[src/rtl/mdu_pkg.sv]
// mdu_pkg -- shared definitions for the multiply/divide unit controller.
//   Operation encodings, per-class latencies, FSM state type and small
//   decode helpers used by mdu_ctrl and mdu_calc.
//   Optional feature macro: MDU_CANCEL_EN (consumed by mdu_ctrl).
package mdu_pkg;

   localparam logic [1:0] OP_MULT  = 2'b00;
   localparam logic [1:0] OP_MULTU = 2'b01;
   localparam logic [1:0] OP_DIV   = 2'b10;
   localparam logic [1:0] OP_DIVU  = 2'b11;

   localparam logic [3:0] MULT_LAT = 4'd5;
   localparam logic [3:0] DIV_LAT  = 4'd10;

   typedef logic [0:0] state_t;

   localparam state_t S_IDLE = 1'b0;
   localparam state_t S_RUN  = 1'b1;

   // op[1] selects the divider, op[0] selects the unsigned variant
   function automatic logic op_is_div(input logic [1:0] op);
      return op[1];
   endfunction

   function automatic logic op_is_signed(input logic [1:0] op);
      return ~op[0];
   endfunction

   function automatic logic [3:0] op_lat(input logic [1:0] op);
      return op[1] ? DIV_LAT : MULT_LAT;
   endfunction

endpackage

[src/rtl/mdu_calc.sv]
// mdu_calc -- combinational arithmetic for the multiply/divide unit.
//   Works on the operands latched by mdu_ctrl and produces the {hi,lo}
//   result that is committed when the latency counter expires.
// Ports:
//   op     in   2  operation (mult, multu, div, divu)
//   src_a  in  32  latched rs operand
//   src_b  in  32  latched rt operand
//   result out 64  {hi,lo}: product, or {remainder,quotient}
module mdu_calc
   import mdu_pkg::*;
(
   input  logic [1:0]  op,
   input  logic [31:0] src_a,
   input  logic [31:0] src_b,
   output logic [63:0] result
);

   logic        neg_a;
   logic        neg_b;
   logic [31:0] mag_a;
   logic [31:0] mag_b;
   logic [63:0] prod_mag;
   logic [63:0] prod;
   logic        div_zero;
   logic [31:0] dvsr;
   logic [31:0] quot_mag;
   logic [31:0] rem_mag;
   logic [31:0] quot;
   logic [31:0] rem;

   // Signed operations are done on magnitudes and the sign is reapplied.
   // The magnitude of 32'h8000_0000 is representable as an unsigned value,
   // so the 8000_0000 / -1 overflow case falls out naturally as
   // quotient 8000_0000, remainder 0.
   always_comb begin
      neg_a    = op_is_signed(op) & src_a[31];
      neg_b    = op_is_signed(op) & src_b[31];
      mag_a    = neg_a ? -src_a : src_a;
      mag_b    = neg_b ? -src_b : src_b;

      prod_mag = {32'd0, mag_a} * {32'd0, mag_b};
      prod     = (neg_a ^ neg_b) ? -prod_mag : prod_mag;

      // divisor forced to 1 on zero so the divider never sees /0;
      // the result is overridden below anyway
      div_zero = (src_b == 32'd0);
      dvsr     = div_zero ? 32'd1 : mag_b;
      quot_mag = mag_a / dvsr;
      rem_mag  = mag_a % dvsr;
      quot     = (neg_a ^ neg_b) ? -quot_mag : quot_mag;
      rem      = neg_a ? -rem_mag : rem_mag;

      if (!op_is_div(op)) begin
         result = prod;
      end else if (div_zero) begin
         result = {src_a, 32'hFFFF_FFFF};
      end else begin
         result = {rem, quot};
      end
   end

endmodule

[src/rtl/mdu_ctrl.sv]
// mdu_ctrl -- multiply/divide unit controller with architectural HI/LO.
//   Accepts an E-stage mult/multu/div/divu issue, runs a fixed-latency
//   down-counter (5 for multiplies, 10 for divides) and commits the result
//   of mdu_calc to HI/LO when the counter expires. Also handles mthi/mtlo
//   writes and the D-stage stall request for HI/LO users.
// Optional feature macro: MDU_CANCEL_EN adds a cancel (exception flush)
//   input that abandons a running operation and drops same-cycle issues
//   and mthi/mtlo writes.
// Ports:
//   clk          in   1  clock, rising edge
//   reset_n      in   1  asynchronous active-low reset
//   cancel       in   1  flush (only with MDU_CANCEL_EN)
//   start        in   1  issue strobe
//   op           in   2  operation encoding (mdu_pkg OP_*)
//   src_a, src_b in  32  operands, sampled on an accepted start
//   mthi, mtlo   in   1  HI / LO write strobes
//   wdata        in  32  data for mthi/mtlo
//   uses_hilo_d  in   1  D-stage instruction touches HI/LO
//   busy         out  1  operation in progress
//   stall        out  1  D-stage stall request
//   done         out  1  one-cycle pulse after HI/LO commit
//   hi, lo       out 32  architectural HI/LO
//
// state  | meaning
// S_IDLE | no operation; accepts start, mthi and mtlo
// S_RUN  | operation in flight; cnt counts down to the commit edge
module mdu_ctrl
   import mdu_pkg::*;
(
   input  logic        clk,
   input  logic        reset_n,
`ifdef MDU_CANCEL_EN
   input  logic        cancel,
`endif
   input  logic        start,
   input  logic [1:0]  op,
   input  logic [31:0] src_a,
   input  logic [31:0] src_b,
   input  logic        mthi,
   input  logic        mtlo,
   input  logic [31:0] wdata,
   input  logic        uses_hilo_d,
   output logic        busy,
   output logic        stall,
   output logic        done,
   output logic [31:0] hi,
   output logic [31:0] lo
);

   state_t      state;
   logic [3:0]  cnt;
   logic [1:0]  op_q;
   logic [31:0] a_q;
   logic [31:0] b_q;
   logic [63:0] result;
   logic        flush;

`ifdef MDU_CANCEL_EN
   assign flush = cancel;
`else
   assign flush = 1'b0;
`endif

   mdu_calc u_calc (
      .op     (op_q),
      .src_a  (a_q),
      .src_b  (b_q),
      .result (result)
   );

   // busy is a decode of the state register, so it carries no
   // combinational path from the inputs
   assign busy  = (state == S_RUN);
   assign stall = uses_hilo_d & (start | busy);

   always_ff @(posedge clk or negedge reset_n) begin
      if (!reset_n) begin
         state <= S_IDLE;
         cnt   <= 4'd0;
         op_q  <= 2'b00;
         a_q   <= 32'd0;
         b_q   <= 32'd0;
         done  <= 1'b0;
         hi    <= 32'd0;
         lo    <= 32'd0;
      end else begin
         done <= 1'b0;
         if (state == S_IDLE) begin
            if (flush) begin
               state <= S_IDLE;
            end else if (start) begin
               // start wins over a coincident mthi/mtlo
               op_q  <= op;
               a_q   <= src_a;
               b_q   <= src_b;
               cnt   <= op_lat(op) - 4'd1;
               state <= S_RUN;
            end else begin
               if (mthi) hi <= wdata;
               if (mtlo) lo <= wdata;
            end
         end else begin
            if (flush) begin
               cnt   <= 4'd0;
               state <= S_IDLE;
            end else if (cnt == 4'd0) begin
               hi    <= result[63:32];
               lo    <= result[31:0];
               done  <= 1'b1;
               state <= S_IDLE;
            end else begin
               cnt <= cnt - 4'd1;
            end
         end
      end
   end

endmodule

[config.mk]
export PLATFORM = sky130hd
export DESIGN_NAME = mdu_ctrl
export DESIGN_NICKNAME = d
export VERILOG_FILES = /design/src/rtl/mdu_pkg.sv /design/src/rtl/mdu_calc.sv /design/src/rtl/mdu_ctrl.sv
export SDC_FILE = /design/constraint.sdc
export NUM_CORES = 2
export LEC_CHECK = 0
export BUFFER_PORTS_ARGS = -buffer_cell sky130_fd_sc_hd__buf_4
export CORE_MARGIN = 2
export CORE_UTILIZATION = 35
export CTS_CLUSTER_SIZE = 25
export DETAILED_ROUTE_END_ITERATION = 6
export PLACE_DENSITY = 0.59
export SYNTH_ARGS = -nofsm -noshare
export SYNTH_HDL_FRONTEND = slang
export SYNTH_SLANG_ARGS = --single-unit
[constraint.sdc]
create_clock -name clk -period 102.9 [get_ports clk]
set_input_delay 5.145 -clock clk [delete_from_list [all_inputs] [get_ports clk]]
set_output_delay 5.145 -clock clk [all_outputs]
set_load 0.01 [all_outputs]
==> out/metrics.csv <==
stage,metric,value,unit
finish,most frequent cells in the layout,"nand2_1, inv_1, nor2_1",
finish,"commonest non-fill, non-tap cell in the layout",nand2_1,
global_route,overall routing resource usage,33.5,%
clock_tree,H-tree level count,4,
detailed_routing,1st-iter DRT viols,8440,
synth,Yosys reg bits,136,
worst_setup_path,Reg2Reg Depth,331,
floorplan,Initial Util,35.2,%
clock_tree,CTS max path bufs,2,
place,Port Buf Inserts,170,
clock_tree,CTS tree,done,
place,HPWL after detailed placement,296000,µm
detailed_routing,Remaining DRCs,10,
finish,nets,11776,
place,Routability Congestion,1.04,
worst_setup_path,worst path buffer plus inverter count,27,
worst_setup_path,crit-path max cell delay,1.03,ns
floorplan,Die Y,466,µm
floorplan,Site Rows,169,
worst_setup_path,Slowest cell on crit path,a211oi_1,
worst_hold_path,worst hold path class,flip-flop to flip-flop,
worst_hold_path,hold path depth,2,
clock_tree,Num CTS Buffers,17,
worst_setup_path,Stages on worst setup path,331,
sta,Max Freq,0.0102,GHz
sta,# setup viols final,0,
clock_tree,"CTS clk-pin slew, worst paths",0.08,ns
worst_setup_path,critical path launch point type,flip-flop,
synth,"Seq/Total Area, Yosys",4.56,%
run_status,outcome,"finished, violations left",
synth,unique cell type count in the Yosys netlist,116,
finish,register area,3410,µm²
clock_tree,CTS Root Cell,clkbuf_16,
sta,endpoints failing hold,0,
synth,top_reg_cell synth,dfrtp_1,
run,max cap viols,1,
floorplan,Die W,466,µm
detailed_routing,Vias,76912,
synth,post-synth net total,11776,
sta,minimum clock period,98.18,ns
sta,Final Skew,0.0319,ns
clock_tree,clk_lat worst skew,0.52,ns
worst_setup_path,CP Data Arrival Time,98.60,ns
synth,Post-Syn Area,74600,µm²
global_route,largest net degree at the start of global routing,78,
worst_setup_path,crit-path leading delay family,compound AO/OA/AOI/OAI gates,
run_status,failing checks,"design-rule violations, max-capacitance violations, max-slew violations",
synth,asr flop ratio synth,100,%
global_route,antenna violations before repair,18,
global_route,GRT overflow,0,
detailed_routing,number of vias per cell,6.00,
synth,synth warn,0,
floorplan,Core Area,212000,µm²
sta,Slew Limit Fails,3,
finish,Multi-input gate area,65700,µm²
global_route,vias in the first global route,76980,
synth,Mean Syn Cell Area,7.48,µm²
floorplan,# IOs,171,
finish,Syn-to-layout area delta,8.25,%
sta,post-route setup TNS,0,ns
synth,Cells after Synth,9977,
worst_setup_path,most frequent cell on the critical path,ha_1,
sta,final worst path period share,95.4,%
detailed_routing,antenna-violating nets left,0,
detailed_routing,drt pass-1 iters,7,
finish,fraction of layout cells with a size suffix above 1,7.80,%
global_route,first-pass GRT wire length,535000,µm
detailed_routing,per-cell routed wire length,28.9,µm
detailed_routing,final wirelength,371000,µm
floorplan,die area,217000,µm²
worst_setup_path,critical path class,flip-flop to flip-flop,
worst_setup_path,Worst Path Max Fanout,45,
worst_setup_path,CP Capture Type,flip-flop,
sta,Slew headroom,-2.11,%
clock_tree,CTS Sinks,136,
worst_setup_path,Worst EP required,103.32,ns
sta,worst slew pin tran,1.52,ns
synth,"EDFF count, synth",0,
finish,fill count,22214,
## synthesized netlist by cell type (26+ instances only)
master / number / area [µm²]
a211oi_1: 65 / 488
a21o_1: 203 / 1520
a21oi_1: 655 / 3280
a221oi_1: 38 / 333
a31oi_1: 135 / 845
and2_1: 50 / 313
and3_1: 57 / 357
buf_1: 56 / 210
clkbuf_1: 341 / 1280
dfrtp_1: 136 / 3400
fa_1: 897 / 18000
ha_1: 798 / 9980
inv_1: 1180 / 4430
mux2_2: 83 / 935
mux2i_1: 41 / 410
nand2_1: 1524 / 5720
nand2b_1: 82 / 513
nand3_1: 181 / 906
nand4_1: 93 / 582
nor2_1: 968 / 3630
nor2b_1: 86 / 538
nor3_1: 189 / 946
nor4_1: 58 / 363
o211ai_1: 72 / 541
o21a_1: 146 / 1100
o21ai_0: 437 / 2190
o21ai_1: 26 / 130
o21bai_1: 54 / 405
o31ai_1: 47 / 353
or2_2: 56 / 350
or3_1: 69 / 432
xnor2_1: 352 / 3080
xor2_1: 250 / 2190
## timing repair
action / in CTS / in global routing
hold buffers: 0 / 0
resized for setup: 0 / 14
setup endpoints to repair: 0 / 62
setup buffers: 0 / 0
## stage by stage
| stage | std cells | hold slack, ns | util, % | setup WS [ns] | cell area [µm²] |
|---|---|---|---|---|---|
| 4_1_cts | 12809 | 0.490 | 38.1 | 4.92 | 80700 |
| 3_3_place_gp | 12777 | 0.467 | 37.8 | 6.14 | 80100 |
| 2_1_floorplan | 9977 | 0.469 | - | 24.14 | 74600 |
| 3_5_place_dp | 12778 | 0.472 | 37.8 | 5.21 | 80100 |
| 6_report | 12820 | 0.482 | 38.1 | 4.72 | 80800 |
| 5_1_grt | 12813 | 0.511 | 38.1 | -0.103 | 80800 |
## final cells by class
type	instances	area share (%)
diodes	10	0.0310
clock buffers	19	0.561
clock inverters	12	0.161
inverters	1199	5.58
multi-input cells	8217	81.3
flip-flops and latches	136	4.22
well taps	2821	4.37
repair buffers	406	3.79
## worst register-to-register path, delay by kind of cell (launching register included)
kind,cells,cell delay [ns]
xor+xnor,1,0.09
flops,1,0.38
buf+inv,27,7.23
fa+ha+maj,32,10.36
mux,7,1.94
compound gates,167,51.78
simple gates,97,26.40
## sequential cells by signal (all words and copies together) (netlist names)
register	cells
a_q	32
b_q	32
hi	32
lo	32
cnt	4
op_q	2
busy	1
done	1
## worst paths after layout
check,startpoint,to,slack (ns)
setup / recovery,b_q[0]$_DFFE_PN0P_,hi[27]$_DFFE_PN0P_,4.72
max in group asynchronous,reset_n,lo[22]$_DFFE_PN0P_,96.77
hold / removal,lo[9]$_DFFE_PN0P_,lo[9]$_DFFE_PN0P_,0.48
setup reg to reg,b_q[0]$_DFFE_PN0P_,hi[27]$_DFFE_PN0P_,4.72
hold reg to reg,lo[9]$_DFFE_PN0P_,lo[9]$_DFFE_PN0P_,0.48
min in group asynchronous,reset_n,cnt[0]$_DFFE_PN0P_,4.65
## logic make-up (layout without fill, tap and decap cells)
logic type                 count (synthesis)  after routing  share of synthesized area (%)
adders and majority gates               1695           1695                           37.4
AOI/OAI and AO/OA                       2229           2229                           19.3
other                                      0             10                              0
and+or+nand+nor                         3564           3565                           21.6
DFF                                      136            136                           4.56
buffers and inverters                   1625           1636                           8.26
muxes                                    124            124                           1.80
xor gates and xnor gates                 604            604                           7.11
## layer usage
layer | up-vias | wire [µm] | global-route usage [%]
met3 | 1122 | 31200 | 6.05
met4 | 10 | 31700 | 23.8
met5 | - | 69 | 0
li1 | 33667 | - | -
met2 | 3985 | 164000 | 53.1
met1 | 38128 | 143000 | 41.0
Power is left out: the tool's default activity adds up to more than one toggle a clock period on the data nets, which glitch-free logic cannot reach.
